==> src/rtl/alu_issue_stage.sv <==
// ID->EX issue stage: decodes a LEGv8 ALU/load/store word into an operand bundle behind a 2-entry skid buffer.
// Optional ILLEGAL_CNT_EN adds a saturating illegal_count output; in_ready depends only on registered state.
module alu_issue_stage #(
    parameter int DATA_W = 64
`ifdef ILLEGAL_CNT_EN
    , parameter int CNT_W = 16
`endif
) (
    input  logic              clk,
    input  logic              reset,
    input  logic              flush,
    input  logic              in_valid,
    output logic              in_ready,
    input  logic [31:0]       in_instr,
    input  logic [DATA_W-1:0] in_rn_data,
    input  logic [DATA_W-1:0] in_rm_data,
    input  logic [DATA_W-1:0] in_rt_data,
    output logic              out_valid,
    input  logic              out_ready,
    output logic [DATA_W-1:0] out_A,
    output logic [DATA_W-1:0] out_B,
    output logic [2:0]        out_ALUOp,
    output logic [4:0]        out_rd,
    output logic              out_reg_write,
    output logic              out_mem_read,
    output logic              out_mem_write,
    output logic [DATA_W-1:0] out_st_data,
    output logic              illegal
`ifdef ILLEGAL_CNT_EN
    , output logic [CNT_W-1:0] illegal_count
`endif
);

    typedef struct packed {
        logic [DATA_W-1:0] a;
        logic [DATA_W-1:0] b;
        logic [2:0]        op;
        logic [4:0]        rd;
        logic              rw;
        logic              mr;
        logic              mw;
        logic [DATA_W-1:0] st;
    } entry_t;

    typedef enum logic [1:0] {EMPTY, ONE, TWO} state_t;

    state_t state_q, state_d;
    entry_t main_q, skid_q, dec;
    logic   dec_legal;
    logic   acc_ok, out_xfer, take_illegal;
    logic   load_main, load_skid, move_skid;

    always_comb begin
        dec       = '0;
        dec_legal = 1'b1;
        dec.a     = in_rn_data;
        dec.rd    = in_instr[4:0];
        case (in_instr[31:21])
            11'b10001011000: begin dec.op = 3'b000; dec.b = in_rm_data; dec.rw = 1'b1; end
            11'b11001011000: begin dec.op = 3'b001; dec.b = in_rm_data; dec.rw = 1'b1; end
            11'b10001010000: begin dec.op = 3'b010; dec.b = in_rm_data; dec.rw = 1'b1; end
            11'b10101010000: begin dec.op = 3'b011; dec.b = in_rm_data; dec.rw = 1'b1; end
            11'b11010011011: begin dec.op = 3'b101; dec.b = DATA_W'(in_instr[15:10]); dec.rw = 1'b1; end
            11'b11010011010: begin dec.op = 3'b100; dec.b = DATA_W'(in_instr[15:10]); dec.rw = 1'b1; end
            11'b11111000010: begin
                dec.b  = {{(DATA_W-9){in_instr[20]}}, in_instr[20:12]};
                dec.rw = 1'b1;
                dec.mr = 1'b1;
            end
            11'b11111000000: begin
                dec.b  = {{(DATA_W-9){in_instr[20]}}, in_instr[20:12]};
                dec.mw = 1'b1;
                dec.st = in_rt_data;
            end
            default: begin
                // Immediate forms only decode ten opcode bits; bit 21 belongs to imm12.
                if (in_instr[31:22] == 10'b1001000100) begin
                    dec.b  = DATA_W'(in_instr[21:10]);
                    dec.rw = 1'b1;
                end else if (in_instr[31:22] == 10'b1101000100) begin
                    dec.op = 3'b001;
                    dec.b  = DATA_W'(in_instr[21:10]);
                    dec.rw = 1'b1;
                end else begin
                    dec_legal = 1'b0;
                end
            end
        endcase
    end

    assign in_ready     = (state_q != TWO);
    assign out_valid    = (state_q != EMPTY);
    assign out_xfer     = out_valid && out_ready;
    assign acc_ok       = in_valid && in_ready && dec_legal && !flush;
    assign take_illegal = in_valid && in_ready && !dec_legal && !flush;

    always_comb begin
        state_d   = state_q;
        load_main = 1'b0;
        load_skid = 1'b0;
        move_skid = 1'b0;
        case (state_q)
            EMPTY: if (acc_ok) begin state_d = ONE; load_main = 1'b1; end
            ONE: begin
                if (acc_ok && out_xfer) load_main = 1'b1;
                else if (acc_ok) begin state_d = TWO; load_skid = 1'b1; end
                else if (out_xfer) state_d = EMPTY;
            end
            TWO: if (out_xfer) begin state_d = ONE; move_skid = 1'b1; end
            default: state_d = EMPTY;
        endcase
        if (flush) begin
            state_d   = EMPTY;
            load_main = 1'b0;
            load_skid = 1'b0;
            move_skid = 1'b0;
        end
    end

    always_ff @(posedge clk or posedge reset) begin
        if (reset) begin
            state_q <= EMPTY;
            main_q  <= '0;
            skid_q  <= '0;
            illegal <= 1'b0;
        end else begin
            state_q <= state_d;
            if (load_main)      main_q <= dec;
            else if (move_skid) main_q <= skid_q;
            if (load_skid)      skid_q <= dec;
            illegal <= take_illegal;
        end
    end

`ifdef ILLEGAL_CNT_EN
    always_ff @(posedge clk or posedge reset) begin
        if (reset)
            illegal_count <= '0;
        else if (take_illegal && (illegal_count != {CNT_W{1'b1}}))
            illegal_count <= illegal_count + CNT_W'(1);
    end
`endif

    assign out_A         = main_q.a;
    assign out_B         = main_q.b;
    assign out_ALUOp     = main_q.op;
    assign out_rd        = main_q.rd;
    assign out_reg_write = main_q.rw;
    assign out_mem_read  = main_q.mr;
    assign out_mem_write = main_q.mw;
    assign out_st_data   = main_q.st;

endmodule

==> config.mk <==
export PLATFORM = sky130hd
export DESIGN_NAME = alu_issue_stage
export DESIGN_NICKNAME = d
export VERILOG_FILES = /design/src/rtl/alu_issue_stage.sv
export SDC_FILE = /design/constraint.sdc
export NUM_CORES = 1
export LEC_CHECK = 0
export CAP_MARGIN = 10
export CELL_PAD_IN_SITES_DETAIL_PLACEMENT = 1
export CELL_PAD_IN_SITES_GLOBAL_PLACEMENT = 2
export CORE_MARGIN = 3
export CORE_UTILIZATION = 28
export DETAILED_ROUTE_END_ITERATION = 12
export PLACE_DENSITY_LB_ADDON = 0.1
export SLEW_MARGIN = 5
export SYNTH_ARGS = -nofsm -noshare
export SYNTH_HDL_FRONTEND = slang
export SYNTH_SLANG_ARGS = --single-unit
==> constraint.sdc <==
create_clock -name clk -period 11.6 [get_ports clk]
set_input_delay 1.16 -clock clk [delete_from_list [all_inputs] [get_ports clk]]
set_output_delay 1.16 -clock clk [all_outputs]
set_load 0.005 [all_outputs]
==> impl_metrics.env <==
export IMPL_detail_route_first_pass_iterations=4
export IMPL_dp_hpwl_um=38100
export IMPL_finalCritPeriodShare_pct=41.9
export IMPL_layout_cells_sized_above_1_pct=8.54
export IMPL_synth_yosys_seq_area_share_pct=59.1
export IMPL_core_rowCount=90
export IMPL_initialDrtViolationCount=694
export IMPL_syn_area_um2=17300
export IMPL_syn_inst=1666
export IMPL_number_of_antenna_violations_at_the_first_check_in_global_routing=21
export IMPL_cp_start_kind="input port"
export IMPL_total_vias_in_the_final_route=14000
export IMPL_cp_end_kind="flip-flop"
export IMPL_max_cap_violation_count=0
export IMPL_port_buffers=429
export IMPL_starting_density_of_the_core_pct=28.5
export IMPL_grt_pass1_vias=14800
export IMPL_wire_length_of_the_first_global_routing_pass_um=93200
export IMPL_warning_count_from_the_yosys_run=0
export IMPL_crit_family="simple AND/OR/NAND/NOR gates"
export IMPL_max_freq_mhz=206
export IMPL_cp_arrival_ns=5.37
export IMPL_cp_max_fo=88
export IMPL_synth_distinct_cells=49
export IMPL_clk_insertion_delay_late_ns=0.59
export IMPL_placed_area_um2=22100
export IMPL_worst_r2r_endpoint="out_B[34]"
export IMPL_mappedNetlistNets=1895
export IMPL_fin_worst_skew_ns=0.0184
export IMPL_setup_reg_to_reg_worst_slack_ns=8.28
export IMPL_post_cts_resized_instances=0
export IMPL_grt_max_degree=243
export IMPL_crit_path_start="in_instr[28]"
export IMPL_clock_path_buffers=3
export IMPL_critical_path_buf_inv_count=2
export IMPL_final_core_utilization_pct=39.0
export IMPL_drc=0
export IMPL_power_density_nw_per_um2=133
export IMPL_gpl_final_weighted_congestion=0.721
export IMPL_setup_tns_ns=0
export IMPL_power_leakage_nw=11.1
export IMPL_worstSetupEndpoint="out_B[34]"
export IMPL_worstReg2RegStart="state_q[0]"
export IMPL_chipHeight_um=255
export IMPL_crit_cells=7
export IMPL_fillerInstances=6680
export IMPL_track_usage_pct=18.8
export IMPL_multi_input_area_um2=6410
export IMPL_delay_of_the_slowest_cell_on_the_worst_path_ns=0.94
export IMPL_worstRegToRegCells=6
export IMPL_min_delay_path_class="reg2reg"
export IMPL_grt_setup_unrepaired="false"
export IMPL_worstMarginPinSlew_ns=1.17
export IMPL_min_delay_start="out_B[57]"
export IMPL_vdd_drop_max_mv=0.0957
export IMPL_timing_final_hold_violations=0
export IMPL_crit_slowest_cell="sky130_fd_sc_hd__buf_4"
export IMPL_cts_reportedPaths_clkPinSlew_ns=0.06
export IMPL_finalMaxSlewViolations=0
export IMPL_seq_area_um2=10200
export IMPL_number_of_enable_type_register_cells_in_the_synthesized_netlist=0
export IMPL_design_power_total_mw=3.14
export IMPL_route_final_wire_length_um=61500
export IMPL_post_synthesis_mean_instance_area_um2=10.4
export IMPL_timing_final_crit_period_ns=4.86
export IMPL_asyncSetResetFlopFracSynth_pct=100
export IMPL_crit_path_cell_trace="clkdlybuf4s50_1 -> and4bb_2 -> and3_1 -> o31a_4 -> nor2_4 -> buf_4 -> a221o_1"
export IMPL_timing_critical_path_required_ns=12.11
export IMPL_die_area_um2=64900
export IMPL_dieWidth_um=255
export IMPL_timing_setup_critical_path_class="in2reg"
export IMPL_floorplan_core_area_um2=60800
export IMPL_area_growth_pct=36.8
export IMPL_grt_overflow=0
export IMPL_hold_buffers=0
export IMPL_synth_ff_type="sky130_fd_sc_hd__dfrtp_1"
export IMPL_io_pins=435
export IMPL_ys_ff_latch=409
export IMPL_setup_viol=0
export IMPL_max_slew_margin_rel_pct=22.1
export IMPL_cts_setup_buffers=0
export IMPL_routedWlPerCell_um=21.6
export IMPL_status="completed"
export IMPL_cts_tree="built"
export IMPL_drtAntennaViolNets=0
export IMPL_h_tree_depth=2
export IMPL_clock_root_buffer="sky130_fd_sc_hd__clkbuf_16"
export IMPL_post_route_cell_area_um2=23700
export IMPL_clock_sink_count=409
export IMPL_post_drt_via_cell_ratio=4.90
export IMPL_cts_made_buffers=49
export IMPL_fin_nets=2255
worst reg2reg max path: cells and delay by family, from the launching register on:
kind	cells	cell delay, ns
flip-flops	1	0.43
AND/OR/NAND/NOR	3	1.13
buffers and inverters	1	0.94
AO/OA/AOI/OAI	2	0.74
metrics by stage:
| stage | setup WS [ns] | instances | hold WS, ns |
|---|---|---|---|
| final | 6.74 | 2853 | 0.475 |
| after global routing | 6.50 | 2847 | 0.491 |
| after CTS | 6.73 | 2844 | 0.479 |
| after detailed placement | 6.09 | 2757 | 0.464 |
| after global placement | 6.07 | 2757 | 0.458 |
| after floorplan | 4.93 | 1666 | 0.444 |
kinds of logic after synthesis:
family	synth area share [%]
DFF	59.1
muxes	4.67
AOI/OAI and AO/OA	17.1
and+or+nand+nor	14.9
buffers and inverters	4.20
routing by layer:
metal	global-route usage, %	share of wire [%]	vias up
met3	6.90	7.8	89
met1	24.0	43	7052
met2	30.0	47	293
li1	-	-	6528
met4	4.98	1.9	28
met5	0	0.30	-
Yosys cell counts (all sizes together), types with 4 or more instances:
cell | n | area share, %
dfrtp | 409 | 59
nand2 | 388 | 8.4
o21ai | 158 | 4.6
nand3 | 133 | 3.8
a21o | 95 | 4.1
buf | 76 | 2.8
a21oi | 74 | 2.1
a22o | 74 | 3.7
mux2 | 71 | 4.6
clkbuf | 62 | 1.3
nor2 | 31 | 0.69
a221o | 24 | 1.4
and3 | 18 | 0.65
a221oi | 4 | 0.20
a222oi | 4 | 0.23
nor2b | 4 | 0.14
final cells by class:
class / instances / area share [%]
diodes: 9 / 0.0951
clock buffers: 72 / 6.09
clock inverters: 15 / 0.549
inverters: 3 / 0.0634
multi-input cells: 1116 / 27.1
flip-flops and latches: 409 / 43.2
well taps: 782 / 4.13
repair buffers: 447 / 18.8
worst min-delay path by stage:
stage | to | cells after the start | slack [ns]
6_report | out_B[57] | 1 | 0.48
4_1_cts | skid_q[73] | 2 | 0.48
3_5_place_dp | out_A[53] | 1 | 0.46
2_1_floorplan | skid_q[73] | 2 | 0.44
5_1_grt | out_B[36] | 1 | 0.49
3_3_place_gp | out_A[55] | 1 | 0.46
flip-flops by register name, summed over array words and instances (netlist names):
| name | cells |
|---|---|
| out_reg_write | 1 |
| skid_q | 203 |
| state_q | 2 |
| out_mem_write | 1 |
| out_st_data | 64 |
| illegal | 1 |
| out_rd | 5 |
| out_mem_read | 1 |
| out_A | 64 |
| out_B | 64 |
| out_ALUOp | 3 |
power by group:
part	internal, mW	switching, mW
combinational	0.109	0.0760
sequential	1.44	0.00937
clock	0.882	0.624
total	2.44	0.710
layout by cell type (no fill, tap or decap), types with 2 or more instances in the layout:
master,instances
sky130_fd_sc_hd__clkdlybuf4s50_1,429
sky130_fd_sc_hd__dfrtp_1,409
sky130_fd_sc_hd__nand2_1,388
sky130_fd_sc_hd__o21ai_0,158
sky130_fd_sc_hd__nand3_1,133
sky130_fd_sc_hd__a21o_1,95
sky130_fd_sc_hd__a21oi_1,74
sky130_fd_sc_hd__a22o_1,74
sky130_fd_sc_hd__mux2_2,66
sky130_fd_sc_hd__clkbuf_16,49
sky130_fd_sc_hd__nor2_1,30
sky130_fd_sc_hd__a221o_1,24
sky130_fd_sc_hd__and3_1,18
sky130_fd_sc_hd__buf_4,16
sky130_fd_sc_hd__clkbuf_8,13
sky130_fd_sc_hd__clkinv_2,10
sky130_fd_sc_hd__clkbuf_1,10
sky130_fd_sc_hd__diode_2,9
sky130_fd_sc_hd__mux2_1,5
sky130_fd_sc_hd__a221oi_1,4
sky130_fd_sc_hd__a222oi_1,4
sky130_fd_sc_hd__nand2b_1,3
sky130_fd_sc_hd__nor2b_1,3
sky130_fd_sc_hd__o211ai_1,3
sky130_fd_sc_hd__nor4bb_1,2
sky130_fd_sc_hd__or3b_1,2
sky130_fd_sc_hd__o31ai_4,2
sky130_fd_sc_hd__inv_1,2
sky130_fd_sc_hd__a211oi_1,2
sky130_fd_sc_hd__clkinv_8,2
sky130_fd_sc_hd__buf_12,2
No activity file was read; power rests on OpenSTA's default activity.
